--- config.mk ---
export PLATFORM = sky130hd
export DESIGN_NAME = bcd_to_bin
export DESIGN_NICKNAME = d
export VERILOG_FILES = /design/src/rtl/bcd_pkg.sv /design/src/rtl/bcd_dig_shift.sv /design/src/rtl/bcd_to_bin.sv
export SDC_FILE = /design/constraint.sdc
export NUM_CORES = 1
export LEC_CHECK = 0
export CORE_ASPECT_RATIO = 0.9
export CORE_MARGIN = 1
export CORE_UTILIZATION = 35
export CTS_CLUSTER_DIAMETER = 50
export DETAILED_ROUTE_END_ITERATION = 12
export GPL_TIMING_DRIVEN = 1
export REMOVE_ABC_BUFFERS = 1
export SLEW_MARGIN = 30
export SYNTH_ARGS = -nofsm -noshare
export SYNTH_HDL_FRONTEND = slang
export SYNTH_SLANG_ARGS = --single-unit
--- constraint.sdc ---
create_clock -name clk -period 3.76 [get_ports clk]
set_clock_uncertainty 0.05 [all_clocks]
set_input_delay 0.376 -clock clk [delete_from_list [all_inputs] [get_ports clk]]
set_output_delay 0.376 -clock clk [all_outputs]
set_load 0.02 [all_outputs]
--- src/rtl/bcd_pkg.sv ---
// rtl/bcd_pkg.sv - shared state encoding and BCD digit helpers
package bcd_pkg;

    localparam logic [1:0] ST_IDLE = 2'b00;
    localparam logic [1:0] ST_OP   = 2'b01;
    localparam logic [1:0] ST_DONE = 2'b10;

    function automatic logic dig_invalid(input logic [3:0] d);
        return d > 4'd9;
    endfunction

    // A digit at 8 or more after a right shift carried a decimal ten into the lower digit.
    function automatic logic [3:0] dig_corr(input logic [3:0] d);
        return (d >= 4'd8) ? d - 4'd3 : d;
    endfunction

endpackage

--- src/rtl/bcd_dig_shift.sv ---
// rtl/bcd_dig_shift.sv - one BCD digit: shift right by one bit, then correct
module bcd_dig_shift
    import bcd_pkg::*;
(
    input  logic [3:0] digit,
    input  logic       bit_in,
    output logic [3:0] digit_out,
    output logic       bit_out
);

    logic [3:0] shifted;

    assign shifted   = {bit_in, digit[3:1]};
    assign digit_out = dig_corr(shifted);
    assign bit_out   = digit[0];

endmodule

--- src/rtl/bcd_to_bin.sv ---
// rtl/bcd_to_bin.sv - sequential reverse double-dabble BCD to binary converter
module bcd_to_bin
    import bcd_pkg::*;
#(
    parameter int NDIG = 6,
    parameter int BW   = 20
) (
    input  logic                clk,
    input  logic                reset,
    input  logic                start,
    input  logic [4*NDIG-1:0]   bcd_in,
    output logic                ready,
    output logic                done_tick,
    output logic [BW-1:0]       bin,
    output logic                err
);

    localparam int NW = $clog2(BW + 1);

    logic [1:0]          state;
    logic [4*NDIG-1:0]   dig_q;
    logic [4*NDIG-1:0]   dig_next;
    logic [BW-1:0]       shift_q;
    logic [BW-1:0]       shift_next;
    logic [NW-1:0]       n_q;
    logic [NDIG:0]       link;
    logic                bad_in;

    // link[k] is the bit leaving digit k; the top digit is fed zeros.
    assign link[NDIG] = 1'b0;

    genvar k;
    generate
        for (k = 0; k < NDIG; k++) begin : g_dig
            bcd_dig_shift u_dig (
                .digit     (dig_q[4*k +: 4]),
                .bit_in    (link[k+1]),
                .digit_out (dig_next[4*k +: 4]),
                .bit_out   (link[k])
            );
        end
    endgenerate

    assign shift_next = {link[0], shift_q[BW-1:1]};

    always_comb begin
        bad_in = 1'b0;
        for (int i = 0; i < NDIG; i++) begin
            if (dig_invalid(bcd_in[4*i +: 4])) bad_in = 1'b1;
        end
    end

    assign ready     = (state == ST_IDLE);
    assign done_tick = (state == ST_DONE);

    always_ff @(posedge clk) begin
        if (reset) begin
            state   <= ST_IDLE;
            dig_q   <= '0;
            shift_q <= '0;
            n_q     <= '0;
            bin     <= '0;
            err     <= 1'b0;
        end else begin
            case (state)
                ST_IDLE: begin
                    if (start) begin
                        dig_q   <= bcd_in;
                        shift_q <= '0;
                        n_q     <= NW'(BW);
                        if (bad_in) begin
                            state <= ST_DONE;
                            bin   <= '0;
                            err   <= 1'b1;
                        end else begin
                            state <= ST_OP;
                        end
                    end
                end
                ST_OP: begin
                    dig_q   <= dig_next;
                    shift_q <= shift_next;
                    n_q     <= n_q - NW'(1);
                    if (n_q == NW'(1)) begin
                        state <= ST_DONE;
                        bin   <= shift_next;
                        err   <= 1'b0;
                    end
                end
                ST_DONE: state <= ST_IDLE;
                default: state <= ST_IDLE;
            endcase
        end
    end

endmodule

# ---- After elaboration in Yosys (flattened, before gate mapping)
# Index checks and enable logic that the tools add are counted.
dict set report classes {
  n_reduce_logical 5
  addsub 7
  n_mux 30
  order_cmp 12
  n_eq_ne 6
}
# operator n
set ops {}
lappend ops {{$mux W20} 4}
lappend ops {{$pmux W20 S2} 2}
lappend ops {{$pmux W24 S2} 1}
lappend ops {{$gt A4 B4 Y1 const B} 6}
lappend ops {{$mux W24} 1}
lappend ops {{$mux W4} 6}
lappend ops {{$ge A4 B4 Y1 const B} 5}
lappend ops {{$sub A4 B2 Y4 const B} 5}
lappend ops {{$pmux W5 S2} 1}
lappend ops {{$mux W1} 9}
lappend ops {{$mux W2} 3}
lappend ops {{$eq A5 B1 Y1 const B} 1}
lappend ops {{$mux W5} 1}
lappend ops {{$sub A5 B1 Y5 const B} 1}
lappend ops {{$ge A3 B4 Y1 const B} 1}
lappend ops {{$ne A2 B2 Y1 const B} 2}
lappend ops {{$pmux W2 S2} 1}
lappend ops {{$reduce_and A2 Y1} 2}
lappend ops {{$reduce_and A4 Y1} 1}
lappend ops {{$sub A3 B2 Y4 const B} 1}
lappend ops {{$eq A2 B1 Y1 const B} 1}
lappend ops {{$eq A2 B2 Y1 const B} 1}
lappend ops {{$logic_not A2 Y1} 1}
lappend ops {{$ne A2 B1 Y1 const B} 1}
lappend ops {{other kinds (2)} 2}
dict set report word_totals {
  register_bits 72
  output_inout_bits 23
  inputBits 27
  elab_cells 66
}

# ---- Logic depth before layout (Yosys ltp)
# Gate-level depths: netlist (run 1).
dict set report depth {
  depth_word 10
  depth_mapped 7
  ltp_nobuf 6
}

# ---- Modules after synthesis
# From an unflattened synthesis (run 1), not the netlist that was laid out.
dict set report unflattened {
  hier_cells 432
  area_unflattened_um2 3510.9
}
# module cells_per_inst n_inst area_each_um2 seq_area_each_um2
set by_module_without_submodules {}
lappend by_module_without_submodules {bcd_to_bin 360 1 3007.9 1421.4}
lappend by_module_without_submodules {bcd_dig_shift 12 6 83.8 0.0}

# ---- Least setup slack after synthesis (run 1)
# No wires, ideal clock.
dict set report synth_path {
  kind {reg2reg}
  startpoint {register state[0]}
  endpoint {register err}
  arrival_time_ns 1.423
  path_stages_with_launch 5
  path_buffers 0
  period_less_slack_ns 1.593
  setup_slack_ns 2.167
  setup_ns 0.121
  t_required_ns 3.589
  path_cell_list {dfxtp_1 nor2_2 nand4_1 o211ai_4 mux2_2}
}
dict set report synth_between {
  elab_chain_cells 3
  word_cells_on_any_way 8
  cone_classes {eq/ne (4); mux (1); reduce/logical (3)}
}
# item line_no
set synth_lines {}
lappend synth_lines {{from (decl)} bcd_to_bin.sv:20} ;# logic [1:0] state;
lappend synth_lines {{from (signal assigned)} bcd_to_bin.sv:58} ;# state <= ST_IDLE;
lappend synth_lines {{from (signal assigned)} bcd_to_bin.sv:72} ;# state <= ST_DONE;
lappend synth_lines {{from (signal assigned)} bcd_to_bin.sv:76} ;# state <= ST_OP;
lappend synth_lines {{$logic_not A2 Y1 *} --}
lappend synth_lines {{net ready} bcd_to_bin.sv:12} ;# output logic ready,
lappend synth_lines {{$ne A2 B1 Y1 (no line), or another cell as far along} --}
lappend synth_lines {{$reduce_and A4 Y1 (no line)} --}
lappend synth_lines {{to (signal assigned)} bcd_to_bin.sv:63} ;# err <= 1'b0;
lappend synth_lines {{to (signal assigned)} bcd_to_bin.sv:74} ;# err <= 1'b1;
lappend synth_lines {{to (signal assigned)} bcd_to_bin.sv:87} ;# err <= 1'b0;
lappend synth_lines {{to (decl)} bcd_to_bin.sv:15} ;# output logic err
# The timed path passes the listed nets; every way through them passes the cells marked *.
# A chain may end at the register's enable or synchronous reset.

# ---- Worst setup path in the final report (run 1)
dict set report layout_path {
  startpoint {input port bcd_in[18]}
  endpoint {register bin[2]}
}
dict set report layout_between {
  elab_chain_cells 5
}
# item line_no
set layout_lines {}
lappend layout_lines {{from (decl)} bcd_to_bin.sv:11} ;# input logic [4*NDIG-1:0] bcd_in,
lappend layout_lines {{$gt A4 B4 Y1} bcd_pkg.sv:9} ;# return d > 4'd9;
lappend layout_lines {{$mux W1 (2 in series)} bcd_to_bin.sv:49} ;# if (dig_invalid(bcd_in[4*i +: 4])) bad_in = 1'b1;
lappend layout_lines {{$ne A2 B1 Y1 (no line)} --}
lappend layout_lines {{$reduce_and A4 Y1 (no line)} --}
lappend layout_lines {{to (signal assigned)} bcd_to_bin.sv:86} ;# bin <= shift_next;
lappend layout_lines {{to (decl)} bcd_to_bin.sv:14} ;# output logic [BW-1:0] bin,
# No other way between the ends.

==> results of run 1 <==
logic make-up (layout without fill, tap and decap cells):
family | count (synthesis) | in the layout | synth area share (%)
AND/OR/NAND/NOR | 140 | 140 | 21.0
flip-flops | 71 | 71 | 41.3
buffers and inverters | 54 | 96 | 7.19
XOR/XNOR | 12 | 12 | 3.05
multiplexers | 26 | 26 | 7.59
adder cells (fa/ha/maj) | 12 | 12 | 4.36
AO/OA/AOI/OAI | 75 | 75 | 15.5
cell type report:
class	instances	area [um^2]	share of cell area (%)
Multi-Input combinational cell	265	1780	42.2
Timing Repair Buffer	57	546	13.0
Clock buffer	9	124	2.94
Sequential cell	71	1420	33.8
Tap cell	122	153	3.63
Clock inverter	7	103	2.44
Inverter	23	86.3	2.05
cells in the mapped netlist (2+ instances only):
cell / number / area share (%)
a21oi_1: 20 / 2.9
a22oi_1: 20 / 4.4
a311oi_1: 3 / 0.76
buf_1: 2 / 0.22
buf_2: 9 / 1.3
buf_4: 3 / 0.65
buf_6: 3 / 0.98
clkbuf_1: 14 / 1.5
dfxtp_1: 71 / 41
ha_1: 12 / 4.4
inv_1: 23 / 2.5
mux2i_1: 25 / 7.3
nand2_1: 13 / 1.4
nand2b_1: 26 / 4.7
nand3_1: 2 / 0.29
nand3b_1: 20 / 4.4
nor2_1: 54 / 5.9
nor2b_1: 3 / 0.54
nor3_1: 12 / 1.7
nor3b_1: 6 / 1.3
o21ai_0: 11 / 1.6
o221ai_1: 10 / 2.5
o32a_1: 5 / 1.5
xnor2_1: 11 / 2.8
worst max-delay path by stage:
stage / startpoint / to / slack, ns / cells after the start
after detailed placement: bcd_in[2] / bin[2]$_SDFFE_PP0P_ / 1.07 / 6
after global routing: bcd_in[18] / bin[15]$_SDFFE_PP0P_ / 1.35 / 6
final: bcd_in[18] / bin[2]$_SDFFE_PP0P_ / 1.45 / 6
after floorplan: state[0]$_SDFFE_PP0P_ / dig_q[20]$_SDFFE_PP0P_ / 0.87 / 3
after global placement: bcd_in[18] / bin[14]$_SDFFE_PP0P_ / 1.14 / 6
after CTS: bcd_in[2] / bin[2]$_SDFFE_PP0P_ / 1.43 / 6
per-layer routing:
layer | vias to the layer above | share of wire (%) | global-route usage [%]
met5 | - | 0 | 0
met4 | 0 | 1.0 | 5.71
met1 | 1308 | 48 | 20.5
met3 | 7 | 3.5 | 2.98
li1 | 1409 | - | -
met2 | 33 | 47 | 25.6
power by group through the flow:
stage	clock network [W]	registers [W]	logic, W
3_3_place_gp	0	0.000829	0.000228
6_report	0.000680	0.000813	0.000229
2_1_floorplan	0	0.000825	0.000141
5_1_grt	0.000738	0.000818	0.000255
4_1_cts	0.000699	0.000813	0.000232
3_5_place_dp	0	0.000830	0.000230
per-stage QoR:
step | utilization, % | cells | hold slack, ns | total power [W]
floorplan | - | 359 | 0.395 | 0.000966
CTS | 45.1 | 554 | 0.351 | 0.00174
finish | 45.1 | 554 | 0.356 | 0.00172
global route | 45.1 | 554 | 0.382 | 0.00181
detailed placement | 42.7 | 538 | 0.415 | 0.00106
global placement | 42.7 | 538 | 0.415 | 0.00106
worst max-delay path, cell delays in order:
cell             delay (ns)
clkdlybuf4s50_1        0.42
o21ai_0                0.32
nand4_1                0.25
o211ai_4               0.66
buf_4                  0.29
mux2i_1                0.20
state kept, by name (all words and copies together), names as in the netlist:
name,cells
shift_q,19
n_q,5
state,2
err,1
bin,20
dig_q,24
==> key figures, run 1 <==
Timing
  – Period Utilization, post-route: between 60% and 70%
  – Crit path setup slack, layout: 1.45 ns
  – Max Slew Vio Count: 0
  – F_max: 0.432 GHz
  – Hold violation total from the final report: 0
  – Minimum clock period after layout: about 2.3 ns
  – Worst-Margin Slew: ~0.72 ns
  – Final count of negative-setup-slack endpoints: 0
  – RSZ-0062 raised after global routing: false
  – Worst slew margin: 51.8%
  – Setup Total Neg Slack: 0 ns

Detailed routing
  – Total vias in the final route: about 2800
  – Iteration-0 DRC count of the detailed router: 116
  – First-pass detailed-route iteration total: 4
  – Avg WL per Cell: between 10 and 15 um
  – Final WL: approximately 7.4 mm
  – Post-DR vias/cell: around 5
  – DR DRC count: 0
  – Antenna-violating nets left: 0

Floorplan
  – Die boundary height: slightly below 100 um
  – Core Region: about 0.0093 mm^2
  – Die Span X: approximately 110 um
  – Starting density of the core: between 30% and 40%
  – Die Area: around 0.010 mm^2
  – Count of pins on the block boundary: 50
  – Standard-cell row count: 33

Setup path
  – Critical register-to-register path startpoint: state[0]$_SDFFE_PP0P_
  – Capture point of the worst reg-to-reg path: bin[2]$_SDFFE_PP0P_
  – Crit start category: input port
  – Critical Path RT: 3.98 ns
  – Critical-path maximum fanout: 17
  – Reg2Reg Setup Slack: about 1.5 ns
  – Count of cells along the worst register-to-register path: 6
  – Crit end category: flip-flop
  – Category of the critical setup timing path: in2reg
  – Crit path arrival time: ~2.5 ns

Hold path
  – Hold Path Sink: err$_SDFFE_PP0P_
  – Hold depth: 3
  – Startpoint of the most critical hold path: reset
  – Class of the most critical hold timing path: in2reg

Final layout
  – Fraction of final layout cells with drive strength greater than 1: around 7%
  – Most frequent cells in the layout: dfxtp_1, nor2_1, clkdlybuf4s50_1, nand2b_1, mux2i_1
  – Fillers: ~950
  – Post-route cell area: about 0.0042 mm^2
  – Synth-to-layout area growth: 22.2%
  – NumNets Final: 466
  – Most common cell after layout, fill and taps aside: dfxtp_1
  – Diodes inserted: 0

Clock network
  – Insertion delay of the later-clocked pin in the worst-skew pair: about 0.34 ns
  – Maximum buffer depth of the clock tree: 2
  – Post-cts gate resize count: 0
  – Clock slew at the register clock pins of the worst setup and hold paths: about 0.090 ns
  – TritonCTS Buffers: 9
  – TritonCTS clock tree: yes
  – Total clock sinks: a little over 70
  – Clock root cell: clkbuf_8
  – Number of buffers added to fix hold violations after cts: 0
  – Clock H-tree levels: 3
  – Total setup buffers inserted after CTS: 0

GRT
  – Largest net degree at the start of global routing: 62
  – GRT Total Usage: between 15 and 20%
  – Sum of overflow across all layers after global routing: 0
  – Via count of the first global-routing pass: 2664
  – First-pass GRT wire length: roughly 13 mm
  – Initial antenna violation count: 0

Pwr
  – Leakage dissipation: 1.58 nW
  – Part of the power in registers: a little under half
  – Design internal power: ~0.0013 W
  – Clock network power share: approximately two fifths
  – Peak supply drop: 163 uV
  – Relative contribution of combinational cells to total power: between 10% and 20%
  – P per Cell Area: 409 mW/mm^2
  – Sw Ratio: 26.1%
  – Net switching power figure: approximately 0.00045 W

Place
  – Pre-CTS WS: 1.07 ns
  – Total of buffers placed on input and output ports: between 40 and 50
  – Global placement routability congestion: roughly 0.74
  – Detail Placement HPWL: around 4.9 mm
  – Placed Instance Area: 0.00398 mm^2

Logic synthesis
  – Number of flops mapped to enable cells by yosys: 0
  – Fraction of registers with async set or reset after synthesis: 0%
  – Number of instances in the synthesized netlist: between 300 and 400
  – Main synth FF type: dfxtp_1
  – Yosys synthesis warning count: 0
  – Number of different library cells in the post-synthesis netlist: 36
  – Average cell area after synthesis: approximately 8.8 um^2
  – Post-synthesis sequential area ratio: roughly two fifths
  – Cell area after synthesis: 0.00344 mm^2
  – Synthesis-stage register bit count: 71

Flow run
  – Max-cap violations: 0

Outcome
  – Run status: complete, no violations
Power figures use the tool's default switching activity.
==> run 2, diff against run 1 <==
- clock period: 3.76 -> 2.4 ns (I/O delays scaled with it)
==> key figures, run 2 (synthesis results as in run 1) <==
Outcome
  – Run status: complete, no violations

Floorplan
  – Core Region: 0.00933 mm^2 (unchanged)
  – Die Area: 0.0102 mm^2 (unchanged)
  – Count of pins on the block boundary: 50 (unchanged)
  – Starting density of the core: 36.9% (unchanged)
  – Die boundary height: 96.1 um (unchanged)
  – Die Span X: 107 um (unchanged)
  – Standard-cell row count: 33 (unchanged)

Pwr
  – Peak supply drop: 252 uV (+55%)
  – Sw Ratio: 24.8% (-1.3 points)
  – Design internal power: 0.00209 W (+65%)
  – Clock network power share: 40.8% (+1.3 points)
  – Leakage dissipation: 1.61 nW (+2.4%)
  – Part of the power in registers: 45.8% (-1.4 points)
  – P per Cell Area: 651 mW/mm^2 (+59%)
  – Relative contribution of combinational cells to total power: 13.4% (about the same)
  – Power consumption: 0.00279 W (+62%)
  – Net switching power figure: 0.000691 W (+54%)

Clock network
  – Number of buffers added to fix hold violations after cts: 0 (unchanged)
  – TritonCTS clock tree: yes
  – Clock root cell: clkbuf_8
  – Maximum buffer depth of the clock tree: 2 (unchanged)
  – Clock H-tree levels: 3 (unchanged)
  – Total setup buffers inserted after CTS: 0 (unchanged)
  – Total clock sinks: 71 (unchanged)
  – TritonCTS Buffers: 9 (unchanged)
  – Post-cts gate resize count: 0 (unchanged)
  – Clock slew at the register clock pins of the worst setup and hold paths: 0.07 ns (-0.02 ns)
  – Insertion delay of the later-clocked pin in the worst-skew pair: 0.34 ns (about the same)

Timing
  – Final count of negative-setup-slack endpoints: 0 (unchanged)
  – Hold violation total from the final report: 0 (unchanged)
  – Setup Total Neg Slack: 0 ns (unchanged)
  – Hold slack final: 0.333 ns (-0.0232 ns)
  – Worst-Margin Slew: 0.559 ns (-0.160 ns)
  – RSZ-0062 raised after global routing: false
  – Minimum clock period after layout: between 2 and 2.5 ns
  – Period Utilization, post-route: a little over four fifths
  – Max Slew Vio Count: 0 (unchanged)
  – Worst slew margin: 62.7% (+11 points)
  – F_max: between 0.4 and 0.5 GHz

Final layout
  – Biggest registers after layout: dig_q (24), bin (20), shift_q (19)
  – Fraction of final layout cells with drive strength greater than 1: 7.60% (+0.43 points)
  – Synth-to-layout area growth: 24.2%
  – NumNets Final: 469 (+0.64%)
  – Most common cell after layout, fill and taps aside: dfxtp_1
  – Most frequent cells in the layout: dfxtp_1, nor2_1, clkdlybuf4s50_1, nand2b_1, mux2i_1
  – Register with the most flip-flops: dig_q
  – Diodes inserted: 0 (unchanged)
  – Post-route cell area: 0.00428 mm^2 (+1.6%)
  – Flip-flop count of the largest register after layout: 24 (unchanged)

Place
  – Total of buffers placed on input and output ports: 49 (unchanged)
  – Placed Instance Area: 0.00404 mm^2 (+1.5%)
  – Detail Placement HPWL: 5.06 mm (+2.7%)
  – Global placement routability congestion: 0.818 (+10%)

Setup path
  – Crit path arrival time: 1.73 ns (-0.80 ns)
  – Crit end category: primary output
  – Category of the critical setup timing path: reg2out
  – Critical-path maximum fanout: 12 (-5)
  – Crit start category: flip-flop
  – Critical Path RT: 2.11 ns (-1.87 ns)

Detailed routing
  – Post-DR vias/cell: 4.97 (-0.14%)
  – Avg WL per Cell: 13.5 um (+0.88%)
  – Final WL: 7.49 mm (+1.2%)
  – DR DRC count: 0 (unchanged)
  – First-pass detailed-route iteration total: 4 (unchanged)
  – Iteration-0 DRC count of the detailed router: 127 (+9.5%)
  – Antenna-violating nets left: 0 (unchanged)
  – Total vias in the final route: 2763 (+0.22%)

GRT
  – Largest net degree at the start of global routing: 52 (-16%)
  – Sum of overflow across all layers after global routing: 0 (unchanged)
  – First-pass GRT wire length: 12.7 mm (-0.60%)
  – GRT Total Usage: 15.7% (+0.14 points)
  – Via count of the first global-routing pass: 2604 (-2.3%)
  – Initial antenna violation count: 0 (unchanged)

Hold path
  – Class of the most critical hold timing path: in2reg

Flow run
  – Max-cap violations: 0 (unchanged)
run 2: through the flow:
stage	cells	worst slack, ns	util [%]
2_1_floorplan	359	-0.489	-
3_3_place_gp	541	0.210	43.3
3_5_place_dp	541	0.199	43.3
4_1_cts	556	0.356	45.8
5_1_grt	556	0.293	45.8
6_report	556	0.379	45.8
run 2: worst paths after layout:
check                                             from                        to  slack, ns  depth (start not counted)
worst max-delay path             state[1]$_SDFFE_PP0P_                 done_tick       0.38                          2
worst min-delay path                             reset  shift_q[19]$_SDFFE_PP0P_       0.33                          2
worst max register to register   state[0]$_SDFFE_PP0P_       bin[3]$_SDFFE_PP0P_       0.45                          6
worst min register to register  dig_q[21]$_SDFFE_PP0P_    dig_q[20]$_SDFFE_PP0P_       0.42                          2
run 2: routing by layer:
| layer | vias up | track usage, % | part of all wire (%) |
|---|---|---|---|
| met5 | - | 0 | 0 |
| met4 | 0 | 7.65 | 1.3 |
| met3 | 8 | 2.64 | 2.8 |
| met2 | 41 | 25.2 | 46 |
| met1 | 1301 | 20.7 | 50 |
| li1 | 1413 | - | - |
run 2: cell type report:
class,count,area (um^2)
well taps,122,153
multi-input cells,265,1780
flip-flops and latches,71,1420
inverters,23,86.3
clock buffers,9,124
repair buffers,60,606
fillers,935,5050
clock inverters,6,109
run 2: critical path, cell delays in order, from the launching register on:
cell and delay [ns]:
dfxtp_1 0.59, nor2b_1 0.20, clkdlybuf4s50_1 0.62
run 2: power groups by stage:
stage	logic, W	clock network, W	registers (W)
global route	0.000413	0.00121	0.00128
floorplan	0.000220	0	0.00129
global placement	0.000371	0	0.00130
detailed placement	0.000375	0	0.00130
CTS	0.000376	0.00117	0.00127
finish	0.000374	0.00114	0.00128
